`config.mk`:
```
export PLATFORM = sky130hd
export DESIGN_NAME = mc_control
export DESIGN_NICKNAME = d
export VERILOG_FILES = /design/src/rtl/mc_control_pkg.sv /design/src/rtl/mc_wait_timer.sv /design/src/rtl/mc_control.sv
export SDC_FILE = /design/constraint.sdc
export NUM_CORES = 1
export LEC_CHECK = 0
export ABC_AREA = 1
export CAP_MARGIN = 20
export CORE_UTILIZATION = 46
export CTS_CLUSTER_SIZE = 8
export DETAILED_ROUTE_END_ITERATION = 8
export GPL_TIMING_DRIVEN = 0
export PLACE_DENSITY = 0.7
export SYNTH_ARGS = -nofsm -noshare
export SYNTH_HDL_FRONTEND = slang
export SYNTH_SLANG_ARGS = --single-unit
```
`constraint.sdc`:
```
create_clock -name clk -period 2.06 [get_ports clk]
set_input_delay 0.412 -clock clk [delete_from_list [all_inputs] [get_ports clk]]
set_output_delay 0.412 -clock clk [all_outputs]
set_load 0.05 [all_outputs]
```
`src/rtl/mc_control_pkg.sv`:
```
// Shared encodings for the multi-cycle control unit: opcodes, FSM states,
// ALU operation codes and the bundled control word.
package mc_control_pkg;

  localparam logic [5:0] OP_R    = 6'b000000;
  localparam logic [5:0] OP_ADDI = 6'b001000;
  localparam logic [5:0] OP_LW   = 6'b100011;
  localparam logic [5:0] OP_SW   = 6'b101011;
  localparam logic [5:0] OP_BEQ  = 6'b000100;
  localparam logic [5:0] OP_BNE  = 6'b000101;
  localparam logic [5:0] OP_J    = 6'b000010;

  localparam logic [1:0] ALU_ADD   = 2'b00;
  localparam logic [1:0] ALU_SUB   = 2'b01;
  localparam logic [1:0] ALU_FUNCT = 2'b10;

  localparam int TIMER_W = 8;

  typedef enum logic [3:0] {
    S_FETCH    = 4'd0,
    S_DECODE   = 4'd1,
    S_EXEC_R   = 4'd2,
    S_WB_R     = 4'd3,
    S_EXEC_I   = 4'd4,
    S_WB_I     = 4'd5,
    S_MEM_ADDR = 4'd6,
    S_MEM_RD   = 4'd7,
    S_WB_MEM   = 4'd8,
    S_MEM_WR   = 4'd9,
    S_BRANCH   = 4'd10,
    S_JUMP     = 4'd11,
    S_TRAP     = 4'd12
  } state_t;

  typedef struct packed {
    logic       reg_dst;
    logic       alu_src;
    logic       mem_to_reg;
    logic       reg_write;
    logic       mem_read;
    logic       mem_write;
    logic       branch;
    logic       jump;
    logic       bne;
    logic [1:0] alu_op;
    logic       pc_write;
    logic       ir_write;
    logic       trap;
  } ctrl_t;

  function automatic logic is_mem_op(input logic [5:0] op);
    return (op == OP_LW) || (op == OP_SW);
  endfunction

endpackage

```
`src/rtl/mc_wait_timer.sv`:
```
// Wait-state counter for the data-memory states; flags when the allowed
// number of wait cycles has been used up.
module mc_wait_timer
  import mc_control_pkg::*;
#(
  parameter int MEM_WAIT_MAX = 15
) (
  input  logic clk,
  input  logic reset,
  input  logic clear,
  input  logic count_en,
  output logic expired
);

  logic [TIMER_W-1:0] count_q;

  always_ff @(posedge clk) begin
    if (!reset) begin
      count_q <= '0;
    end else if (clear) begin
      count_q <= '0;
    end else if (count_en) begin
      count_q <= count_q + 1'b1;
    end
  end

  assign expired = (count_q == TIMER_W'(MEM_WAIT_MAX));

endmodule

```
`src/rtl/mc_control.sv`:
```
// Multi-cycle instruction sequencer: walks FETCH/DECODE/execute states,
// stalls on data memory with a timeout trap and counts retired instructions.
module mc_control
  import mc_control_pkg::*;
#(
  parameter int MEM_WAIT_MAX = 15
) (
  input  logic        clk,
  input  logic        reset,
  input  logic [5:0]  OpCode,
  input  logic        mem_ready,
  output logic        RegDst,
  output logic        AluSrc,
  output logic        MemtoReg,
  output logic        RegWrite,
  output logic        MemRead,
  output logic        MemWrite,
  output logic        Branch,
  output logic        Jump,
  output logic        Bne,
  output logic [1:0]  ALUOp,
  output logic        PCWrite,
  output logic        IRWrite,
  output logic        trap,
  output logic [31:0] instret
);

  state_t      state_q;
  state_t      state_nxt;
  logic [5:0]  op_q;
  logic [5:0]  op_dec;
  ctrl_t       ctrl_q;
  logic [31:0] instret_q;
  logic        in_mem;
  logic        timer_clear;
  logic        timer_en;
  logic        timer_expired;
  logic        pc_write;

  // Control word for a state; the MEM_WR commit depends on mem_ready and is
  // added combinationally outside this table.
  function automatic ctrl_t decode_ctrl(input state_t s, input logic [5:0] op);
    ctrl_t c;
    c = '0;
    unique case (s)
      S_FETCH:    c.ir_write = 1'b1;
      S_DECODE:   c = '0;
      S_EXEC_R: begin
        c.reg_dst = 1'b1;
        c.alu_op  = ALU_FUNCT;
      end
      S_WB_R: begin
        c.reg_dst   = 1'b1;
        c.alu_op    = ALU_FUNCT;
        c.reg_write = 1'b1;
        c.pc_write  = 1'b1;
      end
      S_EXEC_I:   c.alu_src = 1'b1;
      S_WB_I: begin
        c.alu_src   = 1'b1;
        c.reg_write = 1'b1;
        c.pc_write  = 1'b1;
      end
      S_MEM_ADDR: c.alu_src = 1'b1;
      S_MEM_RD: begin
        c.alu_src  = 1'b1;
        c.mem_read = 1'b1;
      end
      S_WB_MEM: begin
        c.alu_src    = 1'b1;
        c.mem_read   = 1'b1;
        c.mem_to_reg = 1'b1;
        c.reg_write  = 1'b1;
        c.pc_write   = 1'b1;
      end
      S_MEM_WR: begin
        c.alu_src   = 1'b1;
        c.mem_write = 1'b1;
      end
      S_BRANCH: begin
        c.alu_op   = ALU_SUB;
        c.branch   = (op == OP_BEQ);
        c.bne      = (op != OP_BEQ);
        c.pc_write = 1'b1;
      end
      S_JUMP: begin
        c.jump     = 1'b1;
        c.pc_write = 1'b1;
      end
      S_TRAP:     c.trap = 1'b1;
      default:    c.trap = 1'b1;
    endcase
    return c;
  endfunction

  assign in_mem      = (state_q == S_MEM_RD) || (state_q == S_MEM_WR);
  assign timer_clear = (state_q == S_MEM_ADDR);
  assign timer_en    = in_mem && !mem_ready;

  mc_wait_timer #(
    .MEM_WAIT_MAX (MEM_WAIT_MAX)
  ) u_wait_timer (
    .clk      (clk),
    .reset    (reset),
    .clear    (timer_clear),
    .count_en (timer_en),
    .expired  (timer_expired)
  );

  // The opcode is only on the bus during DECODE; later states use the latch.
  assign op_dec = (state_q == S_DECODE) ? OpCode : op_q;

  always_comb begin
    state_nxt = state_q;
    unique case (state_q)
      S_FETCH:  state_nxt = S_DECODE;
      S_DECODE: begin
        unique case (OpCode)
          OP_R:           state_nxt = S_EXEC_R;
          OP_ADDI:        state_nxt = S_EXEC_I;
          OP_LW, OP_SW:   state_nxt = S_MEM_ADDR;
          OP_BEQ, OP_BNE: state_nxt = S_BRANCH;
          OP_J:           state_nxt = S_JUMP;
          default:        state_nxt = S_TRAP;
        endcase
      end
      S_EXEC_R:   state_nxt = S_WB_R;
      S_WB_R:     state_nxt = S_FETCH;
      S_EXEC_I:   state_nxt = S_WB_I;
      S_WB_I:     state_nxt = S_FETCH;
      S_MEM_ADDR: state_nxt = (op_q == OP_LW) ? S_MEM_RD : S_MEM_WR;
      S_MEM_RD: begin
        if (mem_ready)          state_nxt = S_WB_MEM;
        else if (timer_expired) state_nxt = S_TRAP;
      end
      S_WB_MEM:   state_nxt = S_FETCH;
      S_MEM_WR: begin
        if (mem_ready)          state_nxt = S_FETCH;
        else if (timer_expired) state_nxt = S_TRAP;
      end
      S_BRANCH:   state_nxt = S_FETCH;
      S_JUMP:     state_nxt = S_FETCH;
      S_TRAP:     state_nxt = S_TRAP;
      default:    state_nxt = S_TRAP;
    endcase
  end

  assign pc_write = ctrl_q.pc_write || ((state_q == S_MEM_WR) && mem_ready);

  // Outputs are registered from the next state so they line up with state_q.
  always_ff @(posedge clk) begin
    if (!reset) begin
      state_q   <= S_FETCH;
      op_q      <= '0;
      ctrl_q    <= decode_ctrl(S_FETCH, '0);
      instret_q <= '0;
    end else begin
      state_q <= state_nxt;
      ctrl_q  <= decode_ctrl(state_nxt, op_dec);
      if (state_q == S_DECODE) begin
        op_q <= OpCode;
      end
      if (pc_write) begin
        instret_q <= instret_q + 32'd1;
      end
    end
  end

  assign RegDst   = ctrl_q.reg_dst;
  assign AluSrc   = ctrl_q.alu_src;
  assign MemtoReg = ctrl_q.mem_to_reg;
  assign RegWrite = ctrl_q.reg_write;
  assign MemRead  = ctrl_q.mem_read;
  assign MemWrite = ctrl_q.mem_write;
  assign Branch   = ctrl_q.branch;
  assign Jump     = ctrl_q.jump;
  assign Bne      = ctrl_q.bne;
  assign ALUOp    = ctrl_q.alu_op;
  assign PCWrite  = pc_write;
  assign IRWrite  = ctrl_q.ir_write;
  assign trap     = ctrl_q.trap;
  assign instret  = instret_q;

endmodule

```
==> summary.md <==
| Metric | Value |
|---|---|
| Row count | `31` |
| RSZ-0062 raised after global routing | `true` |
| Crit-path cells | `clkdlybuf4s50_1` |
| Die Area | `~8200 µm²` |
| Post-synth ARST share | `0%` |
| DP HPWL | `just under 7 mm` |
| Data required time of the critical path | `1650 ps` |
| I/O pin count | `55` |
| Number of synthesized flops with an enable pin | `0` |
| Cell area after synthesis | `between 3000 and 4000 µm²` |
| Syn avg cell area | `between 6 and 7 µm²` |
| DRT Wirelength | `between 9 and 10 mm` |
| Clock latency on the worst-skew pair | `around 340 ps` |
| Period utilisation layout | `between 90% and 100%` |
| CP max stage cell | `clkdlybuf4s50_1` |
| DP Area | `between 4000 and 5000 µm²` |
| Grt total ovfl | `0` |
| Synth area leaders | `dfxtp_1 35%, nand2_1 17%, nor2_1 6.8%` |
| Metal2 WL | `just under 4 mm` |
| Worst rel slew slack | `approximately 60%` |
| Fin util | `about three fifths` |
| First-pass GRT wire length | `~15 mm` |
| # DRC | `0` |
| Top Layer Used | `met4` |
| Crit-path max FO | `6` |
| Drt wl/cell | `12.9 µm` |
| Root Buffer Master | `clkbuf_8` |
| Max incr delay on CP | `830 ps` |
| Fmax | `0.498 GHz` |
| Vias | `3562` |
| CP endpoint kind | `primary output` |
| Worst Setup Start Kind | `register` |
| Worst EP arrival | `between 1500 and 2000 ps` |
| Synth area leader | `dfxtp_1` |
| Nets | `around 620` |
| Vias in the first global route | `about 3200` |
| Longest Clk Path Bufs | `2` |
| Status | `completed` |
| Clock Skew | `between 6 and 7 ps` |
| H-tree levels | `3` |
| Total GRT Usage | `between 20% and 30%` |
| CTS tree | `done` |
| GP Congestion | `a little over 0.9` |
| Initial core utilization | `between 40% and 50%` |
| HP Class | `reg2reg` |
| P&R area growth vs syn | `25.0%` |
| Worst vdd ir | `between 0.3 and 0.4 mV` |
| Synthesized instance count | `540` |
| Kind of critical path | `reg2out` |
| Met1 wire length | `approximately 4.6 mm` |
| Fillers | `between 700 and 800` |
| Netlist cell types | `43` |
| Leakage | `~2.1 nW` |
| Slew Limit Fails | `0` |
| Ys Warns | `0` |
| Count leader, synth | `nand2_1` |
| Layout Cells excl Fill | `approximately 710` |
| Worst path bufs/invs | `1` |
| CTS Sinks | `63` |
| Ant. Diodes | `0` |
| Min Tclk post-route | `2010 ps` |
| Pwr Density | `646 nW/µm²` |
| Fin. Hold Viols | `0` |
| Port Buf Inserts | `54` |
| Syn nets | `about 550` |
| Critical path's top delay family | `buffers and inverters` |
| Min Hold Slack | `484 ps` |
| Register bit total from synthesis | `between 60 and 70` |
| Post-DRT Antenna Nets | `0` |
| Die Height | `between 90 and 100 µm` |
| Max-Cap Viols | `0` |
| Core Region | `around 7400 µm²` |
| Final setup viols | `0` |
| Dpl cells | `just under 700` |
| Fraction of layout cells with a size suffix above 1 | `around 14%` |
| Die width | `around 91 µm` |
| Seq/Total Area, Yosys | `34.9%` |
| DR pass1 iterations | `5` |
| Synth Flop Type | `dfxtp_1` |
| Clock-pin slew on the worst setup and hold paths | `70 ps` |
| Synth top cells by count | `165 x nand2_1, 65 x nor2_1, 63 x dfxtp_1` |
| CTS buffer count | `9` |
| Via-to-Cell Ratio | `between 5 and 6` |
| Wire length on met3 | `approximately 480 µm` |
| Worst-Margin Slew | `622 ps` |
| Design area | `4520 µm²` |
| Initial antenna violation count | `0` |
| Largest net degree at the start of global routing | `11` |
| Top cell type's share of synthesized area | `34.9%` |
| Initial DRC count | `260` |
-- layout by cell type (no fill, tap or decap), types with 2 or more instances in the layout --
| cell | count |
|---|---|
| o21ai_0 | 15 |
| dfxtp_2 | 2 |
| nand3_1 | 23 |
| nor3_2 | 3 |
| nor2_4 | 5 |
| inv_1 | 54 |
| nand4_2 | 2 |
| o21ai_1 | 3 |
| dfxtp_4 | 2 |
| nand3_2 | 3 |
| and3_1 | 2 |
| nand2_1 | 165 |
| nor3_1 | 11 |
| nand4_1 | 10 |
| or2_2 | 2 |
| buf_6 | 3 |
| clkbuf_1 | 5 |
| mux2i_1 | 2 |
| nand3b_1 | 5 |
| xor2_1 | 6 |
| dlymetal6s2s_1 | 16 |
| clkinv_2 | 3 |
| dlygate4sd2_1 | 3 |
| nor2_1 | 65 |
| a21oi_1 | 34 |
| nand2_4 | 5 |
| inv_2 | 7 |
| buf_4 | 4 |
| o21bai_1 | 2 |
| clkbuf_8 | 10 |
| nand2_2 | 11 |
| clkdlybuf4s50_1 | 34 |
| nor2_2 | 15 |
| dfxtp_1 | 59 |
-- layer usage --
layer | global-route usage [%] | up-vias
li1 | - | 1840
met1 | 33.4 | 1612
met2 | 34.8 | 97
met4 | 8.74 | 0
met3 | 5.22 | 13
met5 | 0 | -
-- flip-flops by register name, indices dropped and copies added (netlist names), 4 cells and up --
name                  cells
instret                  32
u_wait_timer.count_q      8
op_q                      6
state_q                   4
-- final cells by class --
| cell class | instances | area [µm²] | share of cell area, % |
|---|---|---|---|
| multi-input cells | 403 | 2020 | 44.6 |
| clock inverters | 4 | 45.0 | 0.997 |
| inverters | 63 | 239 | 5.29 |
| clock buffers | 12 | 145 | 3.21 |
| well taps | 99 | 124 | 2.74 |
| repair buffers | 55 | 589 | 13.0 |
| flip-flops and latches | 63 | 1270 | 28.1 |
| plain buffers | 10 | 87.6 | 1.94 |
-- cell families (layout without fill, tap and decap cells) --
kind of cell / Yosys count / count (layout) / synth area share [%]
xor gates and xnor gates: 7 / 7 / 1.70
AOI/OAI and AO/OA: 60 / 60 / 8.93
muxes: 2 / 2 / 0.554
buffers and inverters: 74 / 144 / 9.35
DFF: 63 / 63 / 34.9
and+or+nand+nor: 332 / 332 / 43.9
adders and majority gates: 2 / 2 / 0.692
-- timing repair --
item                                   in CTS  in global routing
hold buffers                                0                  0
resized for setup                          13                 20
setup endpoints to repair                   4                 17
gates cloned                                0                  0
setup buffers                               0                  1
endpoints found under the hold margin       0                  0
-- worst min-delay path: cells and delay by family (launching register included) --
| kind | cells | cell delay (ps) |
|---|---|---|
| flip-flops | 1 | 320 |
| AND/OR/NAND/NOR | 1 | 60 |
| AO/OA/AOI/OAI | 1 | 50 |
-- worst paths after layout --
check / from / to / slack (ps) / depth (start not counted)
setup / recovery: instret[18] / instret[18] / 50 / 1
hold / removal: instret[16] / instret[16] / 480 / 2
setup reg to reg: instret[1] / instret[24] / 210 / 10
hold reg to reg: instret[16] / instret[16] / 480 / 2
-- report_power, final --
part           internal (W)  total [W]  leakage (nW)  switching [W]
clock              0.000586    0.00106         0.100       0.000470
sequential          0.00127    0.00130         0.512      0.0000342
combinational      0.000185   0.000559          1.48       0.000373
total               0.00204    0.00292          2.09       0.000877
-- per-stage QoR --
step | TNS [ps] | total power [W] | setup WS (ps)
6_report | 0 | 0.00292 | 50.6
2_1_floorplan | 0 | 0.00173 | 39.0
3_5_place_dp | -579 | 0.00188 | -579
4_1_cts | 0 | 0.00293 | 8.01
3_3_place_gp | -581 | 0.00187 | -581
5_1_grt | -56.7 | 0.00306 | -56.7
Power figures use the tool's default switching activity.
